$ cat config.mk
export PLATFORM = sky130hd
export DESIGN_NAME = bj_kernel
export DESIGN_NICKNAME = d
export VERILOG_FILES = /design/src/rtl/bj_pkg.sv /design/src/rtl/bj_card_value.sv /design/src/rtl/bj_kernel.sv
export SDC_FILE = /design/constraint.sdc
export NUM_CORES = 1
export LEC_CHECK = 0
export ABC_AREA = 1
export CORE_AREA = 4 4 51 57
export CTS_CLUSTER_SIZE = 16
export DETAILED_ROUTE_END_ITERATION = 10
export DIE_AREA = 0 0 55 61
export GPL_TIMING_DRIVEN = 0
export PLACE_DENSITY_LB_ADDON = 0.1
export SYNTH_ARGS = -nofsm -noshare
export SYNTH_HDL_FRONTEND = slang
export SYNTH_HIERARCHICAL = 1
export SYNTH_SLANG_ARGS = --single-unit
$ cat constraint.sdc
create_clock -name BJ_clock -period 4.8 [get_ports BJ_clock]
set_clock_uncertainty 0.2 [all_clocks]
set_input_delay 1.2 -clock BJ_clock [delete_from_list [all_inputs] [get_ports BJ_clock]]
set_output_delay 1.2 -clock BJ_clock [all_outputs]
set_load 0.02 [all_outputs]
$ cat src/rtl/bj_pkg.sv
// Shared types and constants for the blackjack dealer kernel.
package bj_pkg;

  typedef enum logic [2:0] {
    IDLE   = 3'd0,
    REQ    = 3'd1,
    ADD    = 3'd2,
    CHECK  = 3'd3,
    WAITLO = 3'd4,
    DONE   = 3'd5
  } state_t;

  localparam logic [3:0] ACE_CODE       = 4'd1;
  localparam logic [4:0] ACE_HIGH       = 5'd11;
  localparam logic [4:0] SOFT_ADJ       = 5'd10;
  localparam logic [4:0] FACE_MAX       = 5'd10;
  localparam int         STAND_MIN_DEF  = 17;
  localparam int         BUST_LIMIT_DEF = 21;

endpackage

$ cat src/rtl/bj_card_value.sv
// Maps a 4-bit card code to its hard value; court codes 11..15 count as 10.
module bj_card_value
  import bj_pkg::*;
(
  input  logic [3:0] code,
  output logic [4:0] value,
  output logic       is_ace
);

  // Combinational code-to-value map; an ace reports its hard value of 1.
  always_comb begin
    value  = {1'b0, code};
    is_ace = (code == ACE_CODE);
    if ({1'b0, code} > FACE_MAX) begin
      value = FACE_MAX;
    end
  end

endmodule

$ cat src/rtl/bj_kernel.sv
// Blackjack dealer kernel: requests cards, accumulates the hand with
// soft-ace handling, and flags a stand (OK) or a bust (Fail).
//
// state  | meaning
// IDLE   | after reset, outputs hold, waiting for NewGame
// REQ    | NextCard high, waiting for a valid card from the source
// ADD    | add the latched card value to Total
// CHECK  | demote a soft ace on overflow, or decide stand/bust/continue
// WAITLO | wait for NewCard to drop so one card is never counted twice
// DONE   | result held until NewGame
module bj_kernel
  import bj_pkg::*;
#(
  parameter int STAND_MIN  = STAND_MIN_DEF,
  parameter int BUST_LIMIT = BUST_LIMIT_DEF
) (
  input  logic       BJ_clock,
  input  logic       reset,
  input  logic       NewGame,
  input  logic       NewCard,
  input  logic [3:0] Card,
  output logic       NextCard,
  output logic       OK,
  output logic       Fail,
  output logic [4:0] Total,
  output logic       Ace
);

  localparam logic [4:0] STAND_TH = 5'(STAND_MIN);
  localparam logic [4:0] BUST_TH  = 5'(BUST_LIMIT);

  state_t     state;
  logic [4:0] card_val;
  logic       card_ace;
  logic [4:0] map_val;
  logic       map_ace;

  bj_card_value u_card_value (
    .code   (Card),
    .value  (map_val),
    .is_ace (map_ace)
  );

  // Single FSM with registered outputs; reset beats NewGame, NewGame beats all else.
  always_ff @(posedge BJ_clock) begin
    if (reset) begin
      state    <= IDLE;
      Total    <= '0;
      Ace      <= 1'b0;
      OK       <= 1'b0;
      Fail     <= 1'b0;
      NextCard <= 1'b0;
      card_val <= '0;
      card_ace <= 1'b0;
    end else if (NewGame) begin
      state    <= REQ;
      Total    <= '0;
      Ace      <= 1'b0;
      OK       <= 1'b0;
      Fail     <= 1'b0;
      NextCard <= 1'b1;
    end else begin
      case (state)
        IDLE: begin
          NextCard <= 1'b0;
        end
        REQ: begin
          if (NewCard && (Card != 4'd0)) begin
            card_val <= map_val;
            card_ace <= map_ace;
            state    <= ADD;
            NextCard <= 1'b0;
          end else begin
            NextCard <= 1'b1;
          end
        end
        ADD: begin
          // A first ace counts high; later aces (and all others) count hard.
          if (card_ace && !Ace) begin
            Total <= Total + ACE_HIGH;
            Ace   <= 1'b1;
          end else begin
            Total <= Total + card_val;
          end
          state <= CHECK;
        end
        CHECK: begin
          if (Total > BUST_TH) begin
            if (Ace) begin
              Total <= Total - SOFT_ADJ;
              Ace   <= 1'b0;
            end else begin
              Fail  <= 1'b1;
              state <= DONE;
            end
          end else if (Total >= STAND_TH) begin
            OK    <= 1'b1;
            state <= DONE;
          end else begin
            state <= WAITLO;
          end
        end
        WAITLO: begin
          if (!NewCard) begin
            state    <= REQ;
            NextCard <= 1'b1;
          end
        end
        DONE: begin
          NextCard <= 1'b0;
        end
        default: begin
          state    <= IDLE;
          NextCard <= 1'b0;
        end
      endcase
    end
  end

endmodule

=== Yosys cells after proc, flatten, opt, wreduce, memory -nomap -nowiden ===
Cells that the tools add are included.

* Equality and inequality tests: 17
* Mux-type cells: 19
* Magnitude comparators: 3
* Reduce and logical (&&, ||, !) cells: 17
* $add $sub $neg: 3
* Bitwise gates (word level): 4

{| class="wikitable"
|+ Operators by type and width
! cell !! number
|-
| 5-bit two-way mux || 3
|-
| 3-bit case mux with 5 select lines || 1
|-
| 3-bit AND reduction || 5
|-
| 3-bit two-way mux || 4
|-
| 2-bit != test, second input constant || 5
|-
| 5-bit case mux with 2 select lines || 1
|-
| 3-bit != test, second input constant || 3
|-
| 4-bit AND reduction || 2
|-
| 1-bit two-way mux || 7
|-
| 3-bit by 2-bit equality test with 1-bit output, second input constant || 2
|-
| 3-bit equality test, second input constant || 2
|-
| 2-bit OR reduction || 3
|-
| 5-bit by 4-bit adder with 5-bit output, second input constant || 1
|-
| 5-bit adder || 1
|-
| 5-bit >= comparator, second input constant || 1
|-
| 5-bit greater-than comparator, second input constant || 1
|-
| 5-bit by 4-bit subtractor with 5-bit output, second input constant || 1
|-
| 4-bit by 1-bit equality test with 1-bit output, second input constant || 1
|-
| 4-bit greater-than comparator, second input constant || 1
|-
| 4-bit two-way mux || 1
|-
| 2-bit by 1-bit != test with 1-bit output, second input constant || 2
|-
| 4-bit != test, second input constant || 1
|-
| 1-bit NOT || 4
|-
| 4-bit nonzero test || 1
|-
| 8 further kinds || 9
|}

* Output and inout bits: 9
* Logic and storage cells: 72
* Input bits: 8
* Register bits: 18

=== Longest topological paths before layout ===
Gate-level depths: netlist of the first run.

* Word-level depth: 5
* Gate-level depth with buffers: 13
* Mapped depth without buffers: 13

=== By module ===
Netlist of the first run, hierarchy kept.

{| class="wikitable"
|+ Modules (own cells, without submodules)
! module !! area an instance (um2) !! instances !! cells each !! sequential area each (um2)
|-
| bj_kernel || 1239.9 || 1 || 174 || 360.3
|-
| bj_card_value || 58.8 || 1 || 14 || 0.0
|}

=== Worst setup path after synthesis of the first run ===
OpenSTA, ideal clock, no wires.

* Path type: register to register
* Start point: reg Ace
* End point: reg Total[4]
* Buffers on the path: 0
* Path slack: 2.390 ns
* Clock period less this slack: 2.410 ns
* Data required time: 4.534 ns
* Arrival: 2.144 ns
* Cell stages (with the launch flop): 14
* Library setup time: 0.066 ns
* Cell sequence: dfxtp_1 inv_1 nand2_1 inv_1 or2_2 ha_1 fa_1 inv_1 o21bai_1 a21oi_1 inv_1 nand2_1 nand3_1 a21oi_2

* Cells in the longest elaborated chain, start to end: 4
* Elaborated cells between the ends (all ways): 6
* Classes of those cells: eq/ne (1); mux (2); reduce/logical (3)

{| class="wikitable"
|+ RTL lines
! element !! RTL line !! source
|-
| start, declared || bj_kernel.sv:26 || <nowiki>output logic Ace</nowiki>
|-
| start signal, assigned || bj_kernel.sv:49 || <nowiki>Ace <= 1'b0;</nowiki>
|-
| start signal, assigned || bj_kernel.sv:58 || <nowiki>Ace <= 1'b0;</nowiki>
|-
| start signal, assigned || bj_kernel.sv:81 || <nowiki>Ace <= 1'b1;</nowiki>
|-
| 1-bit zero test || bj_kernel.sv:79 || <nowiki>if (card_ace && !Ace) begin</nowiki>
|-
| 1-bit logical AND || bj_kernel.sv:79 ||
|-
| 5-bit two-way mux || bj_kernel.sv:79 ||
|-
| 5-bit case mux with 2 select lines || bj_kernel.sv:63 || <nowiki>case (state)</nowiki>
|-
| end signal, assigned || bj_kernel.sv:80 || <nowiki>Total <= Total + ACE_HIGH;</nowiki>
|-
| end signal, assigned || bj_kernel.sv:83 || <nowiki>Total <= Total + card_val;</nowiki>
|-
| end signal, assigned || bj_kernel.sv:90 || <nowiki>Total <= Total - SOFT_ADJ;</nowiki>
|-
| end, declared || bj_kernel.sv:25 || <nowiki>output logic [4:0] Total,</nowiki>
|}

Several ways; a longest one is shown, not always the timed one.
A chain may end at the register's enable or synchronous reset.

=== Worst setup path in the final report of the first run ===
* Start point: reg Total[1]
* End point: out Total[1]

No word-level cell between the ends.

==> impl_metrics.csv, run 1 <==
group,metric,value,unit
status,status,"completed",
timing,holdWs,255,ps
grt,track_usage,0.175,
job,drv_cap,0,
clock_tree,cts_buffers,3,
route,dr.pass1.iters,6,
clock_tree,clk_latency,300,ps
clock_tree,cts_hold_buf,0,
floorplanning,row_count,18,
synthesis,synth-seq-cells,18,
clock_tree,post_cts_resized,0,
floorplanning,io_pins,17,
worst_setup_path,path_delay_family,"buffers and inverters",
clock_tree,clockRootBuffer,"clkbuf_4",
worst_setup_path,critPathBufInv,1,
route,viasPerCell,5.05,
placement,dp_hpwl,2100,um
timing,tns,0,ps
route,route.top_layer_used,"met4",
route,wl_met3,90,um
placement,place_area,1500,sq um
route,wl_met1,1160,um
route,routedWlPerCell,10.6,um
grt,grt_pass1_vias,1088,
worst_setup_path,worstPathRequired,3400,ps
worst_setup_path,critPathMaxStageDelay,670,ps
synthesis,synth_area,1300,sq um
route,ant_nets,0,
grt,grt_max_degree,10,
finish,post-route-cell-area,1520,sq um
timing,max_freq,0.343,GHz
worst_setup_path,critPathLaunchType,"register",
synthesis,synth_cells,188,
timing,rsz0062_at_grt,"false",
route,drc,0,
clock_tree,cts_tree,"done",
clock_tree,clkSinkCount,18,
timing,setup_violations,0,
finish,synthToLayoutAreaGrowth,17.0,%
floorplanning,core_region_area,2270,sq um
synthesis,yosysWarnings,6,
synthesis,yosysSeqAreaShare,0.277,
floorplanning,die_w,55,um
power_and_ir_drop,power,291,uW
finish,drive_above_1_share,0.145,
route,drt_iter0_drc,14,
grt,gr-total-overflow,0,
floorplanning,die_y,61,um
placement,gp_congestion,0.833,
floorplanning,dieArea,3360,sq um
worst_setup_path,crit_arrival,1510,ps
timing,hold_viol_final,0,
clock_tree,htreeDepth,1,
finish,multi_input_area,797,sq um
route,routed_wl,2520,um
hold_path,hp-class,"register to register",
timing,period_minus_slack,2910,ps
timing,drv_slew,0,
synthesis,yosysUniqueCellTypes,35,
placement,dp_slack,1910,ps
finish,n_fill_cell,225,
grt,antenna_found_initial,0,
placement,port-buffer-count,16,
worst_setup_path,cp_max_fo,9,
grt,grt_pass1_wl,4280,um
power_and_ir_drop,worst_ir_drop_vdd,0.177,mV
finish,register_area,360,sq um
finish,diodes,0,
worst_setup_path,worst_path_max_delay_cell,"clkdlybuf4s50_1",
floorplanning,start_util,0.571,
route,dr_wl_met2,1220,um
worst_setup_path,reg2reg_slack,2310,ps
power_and_ir_drop,total_leakage_power,0.000704,uW
clock_tree,cts_setup_buffers,0,
worst_setup_path,endpoint_kind,"output pin",
timing,fin_crit_sh,0.607,
power_and_ir_drop,powerDensity,192,nW/um^2
synthesis,syn-num-nets,204,
clock_tree,path_clk_slew,100,ps
timing,worst_slack,1890,ps
route,num_vias,1198,
clock_tree,clockBufferDepth,2,
synthesis,syn_area_per_cell,6.91,sq um
worst_setup_path,critPathKind,"register to output pin",
worst_setup_path,cp_cell_sequence,"clkdlybuf4s50_1",
finish,layout.nets,225,
kinds of logic after synthesis:
group,Yosys count,share of synthesized area
other,1,0.00289
flip-flops,18,0.277
adder cells (fa/ha/maj),8,0.0828
AND/OR/NAND/NOR,94,0.372
buffers and inverters,34,0.109
XOR/XNOR,1,0.00674
AO/OA/AOI/OAI,32,0.149
worst paths after layout:
path              depth (start not counted)  startpoint        to
setup / recovery                          1    Total[1]  Total[1]
hold / removal                            2          OK        OK
hold reg to reg                           2          OK        OK
setup reg to reg                         13         Ace  Total[4]
cells in the mapped netlist:
cell | n | area [sq um]
nand3_1 | 13 | 65.1
fa_1 | 1 | 20.0
nand3_4 | 1 | 17.5
nand2b_1 | 1 | 6.26
o21ai_1 | 2 | 10.0
nand4_4 | 1 | 21.3
nand2_2 | 5 | 31.3
nor2_8 | 1 | 20.0
nor3_4 | 1 | 16.3
xor2_1 | 1 | 8.76
nor2_4 | 1 | 11.3
buf_4 | 1 | 7.51
nand4_1 | 2 | 12.5
a21oi_4 | 1 | 16.3
clkbuf_1 | 1 | 3.75
inv_1 | 26 | 97.6
nand3_2 | 1 | 10.0
inv_2 | 4 | 15.0
a211oi_1 | 1 | 7.51
o21bai_1 | 1 | 7.51
o21ai_0 | 11 | 55.1
o21a_1 | 1 | 7.51
buf_6 | 1 | 11.3
nand2_1 | 33 | 124
ha_1 | 7 | 87.6
nor2_1 | 26 | 97.6
inv_4 | 1 | 6.26
nand3b_1 | 2 | 15.0
a31o_2 | 1 | 8.76
conb_1 | 1 | 3.75
nor3_1 | 2 | 10.0
a21oi_1 | 11 | 55.1
dfxtp_1 | 18 | 360
or2_2 | 4 | 25.0
a21oi_2 | 3 | 26.3
sequential cells by signal (all words and copies together), names as in the netlist:
name and count:
state 3, OK 1, Total 5, Ace 1
Fail 1, NextCard 1, card_ace 1, card_val 5
routing by layer:
layer	vias up	GRT usage
li1	638	-
met1	534	0.205
met2	20	0.301
met3	6	0.0221
met4	0	0.0972
met5	-	0
cells in the final DEF, fill, tap and decap left out, types with 5 or more instances in the layout:
cell type / count
clkdlybuf4s50_1: 16
nand3_1: 13
nand2_2: 5
inv_1: 26
nand2_1: 33
o21ai_0: 11
nor2_1: 26
dfxtp_1: 18
a21oi_1: 11
ha_1: 7
layout make-up:
cell class | instances | share of cell area
Timing Repair Buffer | 16 | 0.105
Multi-Input combinational cell | 136 | 0.525
Inverter | 31 | 0.0783
Clock buffer | 3 | 0.0148
Sequential cell | 18 | 0.237
Buffer | 3 | 0.0148
Tap cell | 30 | 0.0247
report_power, final:
part | switching [uW] | internal, uW | leakage (uW)
sequential | 3.98 | 154 | 0.000146
combinational | 31.7 | 23.7 | 0.000544
clock | 48.7 | 29.3 | 0.0000138
metrics by stage:
step,std cells,utilization
final,237,0.668
after floorplan,188,-
after CTS,237,0.668
after global placement,234,0.658
after detailed placement,234,0.658
after global routing,237,0.668
worst register-to-register path, stage by stage (launching register included):
cell      delay (ps)
dfxtp_1          420
inv_1            120
nand2_1           90
inv_1             70
or2_2            270
ha_1             210
fa_1             400
inv_1            100
o21bai_1          90
a21oi_1          170
inv_1             60
nand2_1           60
nand3_1           90
a21oi_2          110
No activity file was read; power rests on OpenSTA's default activity.
==> run 2: changes to the inputs <==
- CORE_AREA: 4 4 51 57 -> 4 4 52 59
- DIE_AREA: 0 0 55 61 -> 0 0 56 63
- clock period: 4.8 -> 2.9 ns (I/O delays scaled with it)
==> run 2 against run 1 <==
  * Flip-flop and latch count unchanged
  * First-iteration DRC count is 140% higher
  * Critical path depth rose by 12
  * Die area is 5.2% higher
  * Sequential share of layout area about the same
  * Total power increased by 64%
  * Highest routed layer unchanged
==> impl_metrics.csv, run 2 (synthesis gave the netlist of run 1 again) <==
group,metric,value,unit
floorplanning,dieArea,3530,sq um
grt,antenna_found_initial,0,
clock_tree,path_clk_slew,100,ps
worst_setup_path,cp_common_cell,"inv_1",
timing,hold_viol_final,0,
timing,worst_slack,398,ps
grt,grt_pass1_wl,4800,um
power_and_ir_drop,total_leakage_power,0.000704,uW
worst_setup_path,cp_cell_sequence,"inv_1 -> nand2_1 -> inv_1 -> or2_2 -> ha_1 -> fa_1 -> inv_1 -> o21bai_1 -> a21oi_1 -> inv_1 -> nand2_1 -> nand3_1 -> a21oi_2",
timing,drv_slew,0,
floorplanning,core_region_area,2470,sq um
worst_setup_path,crit_arrival,2540,ps
clock_tree,cts_hold_buf,0,
grt,grt_max_degree,10,
finish,register_area,360,sq um
worst_setup_path,endpoint_kind,"register",
timing,max_freq,0.400,GHz
clock_tree,clk_latency,290,ps
clock_tree,cts_setup_buffers,0,
floorplanning,row_count,19,
route,drc,0,
finish,layout.nets,225,
route,num_vias,1202,
clock_tree,clockBufferDepth,2,
timing,rsz0062_at_grt,"false",
floorplanning,io_pins,17,
timing,setup_violations,0,
route,dr.pass1.iters,4,
floorplanning,die_y,63,um
finish,n_fill_cell,241,
grt,gr-total-overflow,0,
worst_setup_path,critPathKind,"register to register",
worst_setup_path,critPathLaunchType,"register",
clock_tree,cts_buffers,3,
status,status,"completed",
floorplanning,die_w,56,um
hold_path,hp-class,"register to register",
finish,synthToLayoutAreaGrowth,17.1,%
route,viasPerCell,5.05,
hold_path,hold_depth,2,
clock_tree,post_cts_resized,0,
finish,reg_top3,"Total (5), card_val (5), state (3)",
placement,dp_hpwl,2160,um
worst_setup_path,critPathMaxStageDelay,410,ps
clock_tree,clockRootBuffer,"clkbuf_4",
clock_tree,clkSinkCount,18,
power_and_ir_drop,worst_ir_drop_vdd,0.195,mV
floorplanning,start_util,0.525,
timing,period_minus_slack,2500,ps
finish,final_common_cell,"nand2_1",
route,routedWlPerCell,11.0,um
job,drv_cap,0,
worst_setup_path,r2r_cells,13,
placement,port-buffer-count,16,
finish,drive_above_1_share,0.145,
power_and_ir_drop,powerDensity,314,nW/um^2
finish,final_cell_mix,"nand2_1 (33), inv_1 (26), nor2_1 (26)",
route,ant_nets,0,
placement,gp_congestion,0.818,
route,drt_iter0_drc,34,
worst_setup_path,worstPathRequired,2940,ps
clock_tree,htreeDepth,1,
grt,grt_pass1_vias,1205,
timing,fin_crit_sh,0.863,
worst_setup_path,worst_path_max_delay_cell,"dfxtp_1",
timing,tns,0,ps
clock_tree,cts_tree,"done",
finish,multi_input_area,797,sq um
grt,track_usage,0.164,
worst_setup_path,cp_max_fo,4,
finish,diodes,0,
route,routed_wl,2630,um
placement,dp_slack,401,ps
==> run 2: cell counts in the layout (fill, tap and decap cells not counted) <==
Identical to the previous run, type by type.
==> run 2: cell type report <==
class / count / share of cell area
Buffer: 3 / 0.0148
Sequential cell: 18 / 0.237
Clock buffer: 3 / 0.0148
Inverter: 31 / 0.0782
Tap cell: 31 / 0.0255
Timing Repair Buffer: 16 / 0.105
Multi-Input combinational cell: 136 / 0.524
==> run 2: worst max-delay path: cells and delay by family (launching register included) <==
| kind | cells | cell delay (ps) |
|---|---|---|
| simple gates | 4 | 510 |
| buf+inv | 4 | 340 |
| compound gates | 3 | 390 |
| flops | 1 | 410 |
| fa+ha+maj | 2 | 610 |
==> run 2: worst paths after layout <==
kind | slack [ps] | startpoint | end
setup / recovery | 400 | Ace | Total[4]
hold / removal | 260 | OK | OK
setup reg to reg | 400 | Ace | Total[4]
hold reg to reg | 260 | OK | OK
==> run 2: per-layer routing <==
layer / wire length (um) / share of wire / GRT usage / vias up
met1: 1180 / 0.45 / 0.175 / 533
met4: 44 / 0.017 / 0.0682 / 0
met5: 0 / 0 / 0 / -
met2: 1310 / 0.50 / 0.313 / 20
li1: - / - / - / 644
met3: 98 / 0.037 / 0.0227 / 5
==> run 2: power by group <==
part	total (uW)	internal [uW]	switching (uW)
registers	261	255	6.49
logic	92.0	39.3	52.7
clock network	123	48.3	75.1
total	477	342	134
==> run 2: per-stage QoR <==
stage / power [uW] / area, sq um / utilization / hold slack (ps) / std cells
3_5_place_dp: 359 / 1500 / 0.606 / 251 / 235
3_3_place_gp: 357 / 1500 / 0.606 / 244 / 235
5_1_grt: 511 / 1520 / 0.615 / 298 / 238
4_1_cts: 485 / 1520 / 0.615 / 266 / 238
6_report: 477 / 1520 / 0.615 / 262 / 238
2_1_floorplan: 329 / 1300 / - / 229 / 188
==> RTL change (flow settings as in run 1) <==
The 6 states of `state_t` get a one-hot encoding in 6 bits.
--- a/src/rtl/bj_pkg.sv
+++ b/src/rtl/bj_pkg.sv
@@ -1,13 +1,13 @@
 // Shared types and constants for the blackjack dealer kernel.
 package bj_pkg;
 
-  typedef enum logic [2:0] {
-    IDLE   = 3'd0,
-    REQ    = 3'd1,
-    ADD    = 3'd2,
-    CHECK  = 3'd3,
-    WAITLO = 3'd4,
-    DONE   = 3'd5
+  typedef enum logic [5:0] {
+    IDLE   = 6'b000001,
+    REQ    = 6'b000010,
+    ADD    = 6'b000100,
+    CHECK  = 6'b001000,
+    WAITLO = 6'b010000,
+    DONE   = 6'b100000
   } state_t;
 
   localparam logic [3:0] ACE_CODE       = 4'd1;
Check against the original RTL: no difference found for any inputs over 10 cycles, from zero or initial values and one cycle with reset high; not proved beyond that.
==> RTL change against run 1 <==
Synthesized area up 8.6%; utilization up 5.1 points; first-iteration DRC count increased to 3.8 times the old value; routed wire length rose by 13%; sequential cell count up 3; design area is 7.7% higher; setup slack better by 0.020 ns.
Power is not compared: it rests on default switching activity, and its combinational part moved more than twofold at a synthesized area within 25%.
==> RTL change: results (changes against run 1) <==
[run_status]
status=completed

[route]
wirelength_mm=2.86  ; +13%
vias_per_cell=5.37  ; +6.1%
drt_iter0_markers=53  ; +39
dr.pass1.iters=4  ; -2

[cts]
clk_pin_slew_ns=0.12  ; +0.02 ns
cts_max_path_buffers=2  ; unchanged

[critical_path]
cp_max_fo=8  ; -1
cp.arrival_ns=1.49  ; -0.02 ns
regToRegSetupSlack_ns=2.52  ; +0.21 ns

[synth]
ys_top_cells_by_count=nand2_1, inv_1, nor2_1
synth_ff_type=dfxtp_1
ys_seq_area_frac=0.298  ; +0.0207
yosysUniqueCellTypes=30  ; -14%
synth_top_cells_by_area=dfxtp_1, nand2_1, nand3_1
syn_nets=226  ; +11%

[global_routing]
grt_pass1_wl_mm=5.06  ; +18%
grt_pass1_vias=1271  ; +17%
grtUsageTotal=0.203  ; +0.0281

[final_layout]
largest-register=state
drive_above_1_share=0.122  ; -0.0232
nets=247  ; +9.8%
fill_cells=201  ; -11%
top_regs=state (6), Total (5), card_val (5)

[sta]
hold_ws_ns=0.263  ; +0.00844 ns

[worst_hold_path]
worstHoldStart=card_val[0]

[placement]
globalplace.congestion=0.848  ; +1.8%
dp_hpwl_mm=2.31  ; +10%

==> RTL change: layer usage <==
layer | global-route usage | vias up | part of all wire | routed length (µm)
li1 | - | 720 | - | -
met1 | 0.251 | 621 | 0.45 | 1280
met2 | 0.356 | 48 | 0.47 | 1350
met3 | 0.0221 | 6 | 0.064 | 183
met4 | 0.0729 | 0 | 0.015 | 44
met5 | 0 | - | 0 | 0
==> RTL change: where the power goes <==
| part | total, µW | switching [µW] | internal, µW |
|---|---|---|---|
| clock | 87.5 | 56.4 | 31.1 |
| sequential | 196 | 11.6 | 185 |
| combinational | 119 | 73.0 | 45.8 |
==> RTL change: final cells by class <==
cell class | instances | area (µm²) | share of cell area
buffer | 5 | 32.5 | 0.0199
clock buffer | 3 | 22.5 | 0.0138
clock inverter | 1 | 5.00 | 0.00306
inverter | 27 | 101 | 0.0620
multi-input combinational | 157 | 856 | 0.523
sequential | 21 | 420 | 0.257
tap | 30 | 37.5 | 0.0230
timing repair buffer | 16 | 160 | 0.0979
==> RTL change: logic make-up after synthesis <==
logic type / Yosys count / share of synthesized area
adder cells (fa/ha/maj): 8 / 0.0763
buffers and inverters: 32 / 0.0949
other: 1 / 0.00266
AO/OA/AOI/OAI: 34 / 0.131
flip-flops: 21 / 0.298
AND/OR/NAND/NOR: 114 / 0.397
==> RTL change: worst paths after layout <==
kind                                     to  cells past startpoint
worst max-delay path               Total[1]                      1
worst min-delay path            card_val[0]                      2
worst max register to register     Total[2]                     12
worst min register to register  card_val[0]                      2
==> RTL change: per-stage QoR <==
stage,cell area (µm²),util,setup WS [ns],std cells
floorplan,1410,-,2.57,210
global placement,1610,0.707,1.95,256
detailed placement,1610,0.707,1.91,256
CTS,1640,0.719,1.90,260
global route,1640,0.719,1.81,260
finish,1640,0.719,1.91,260
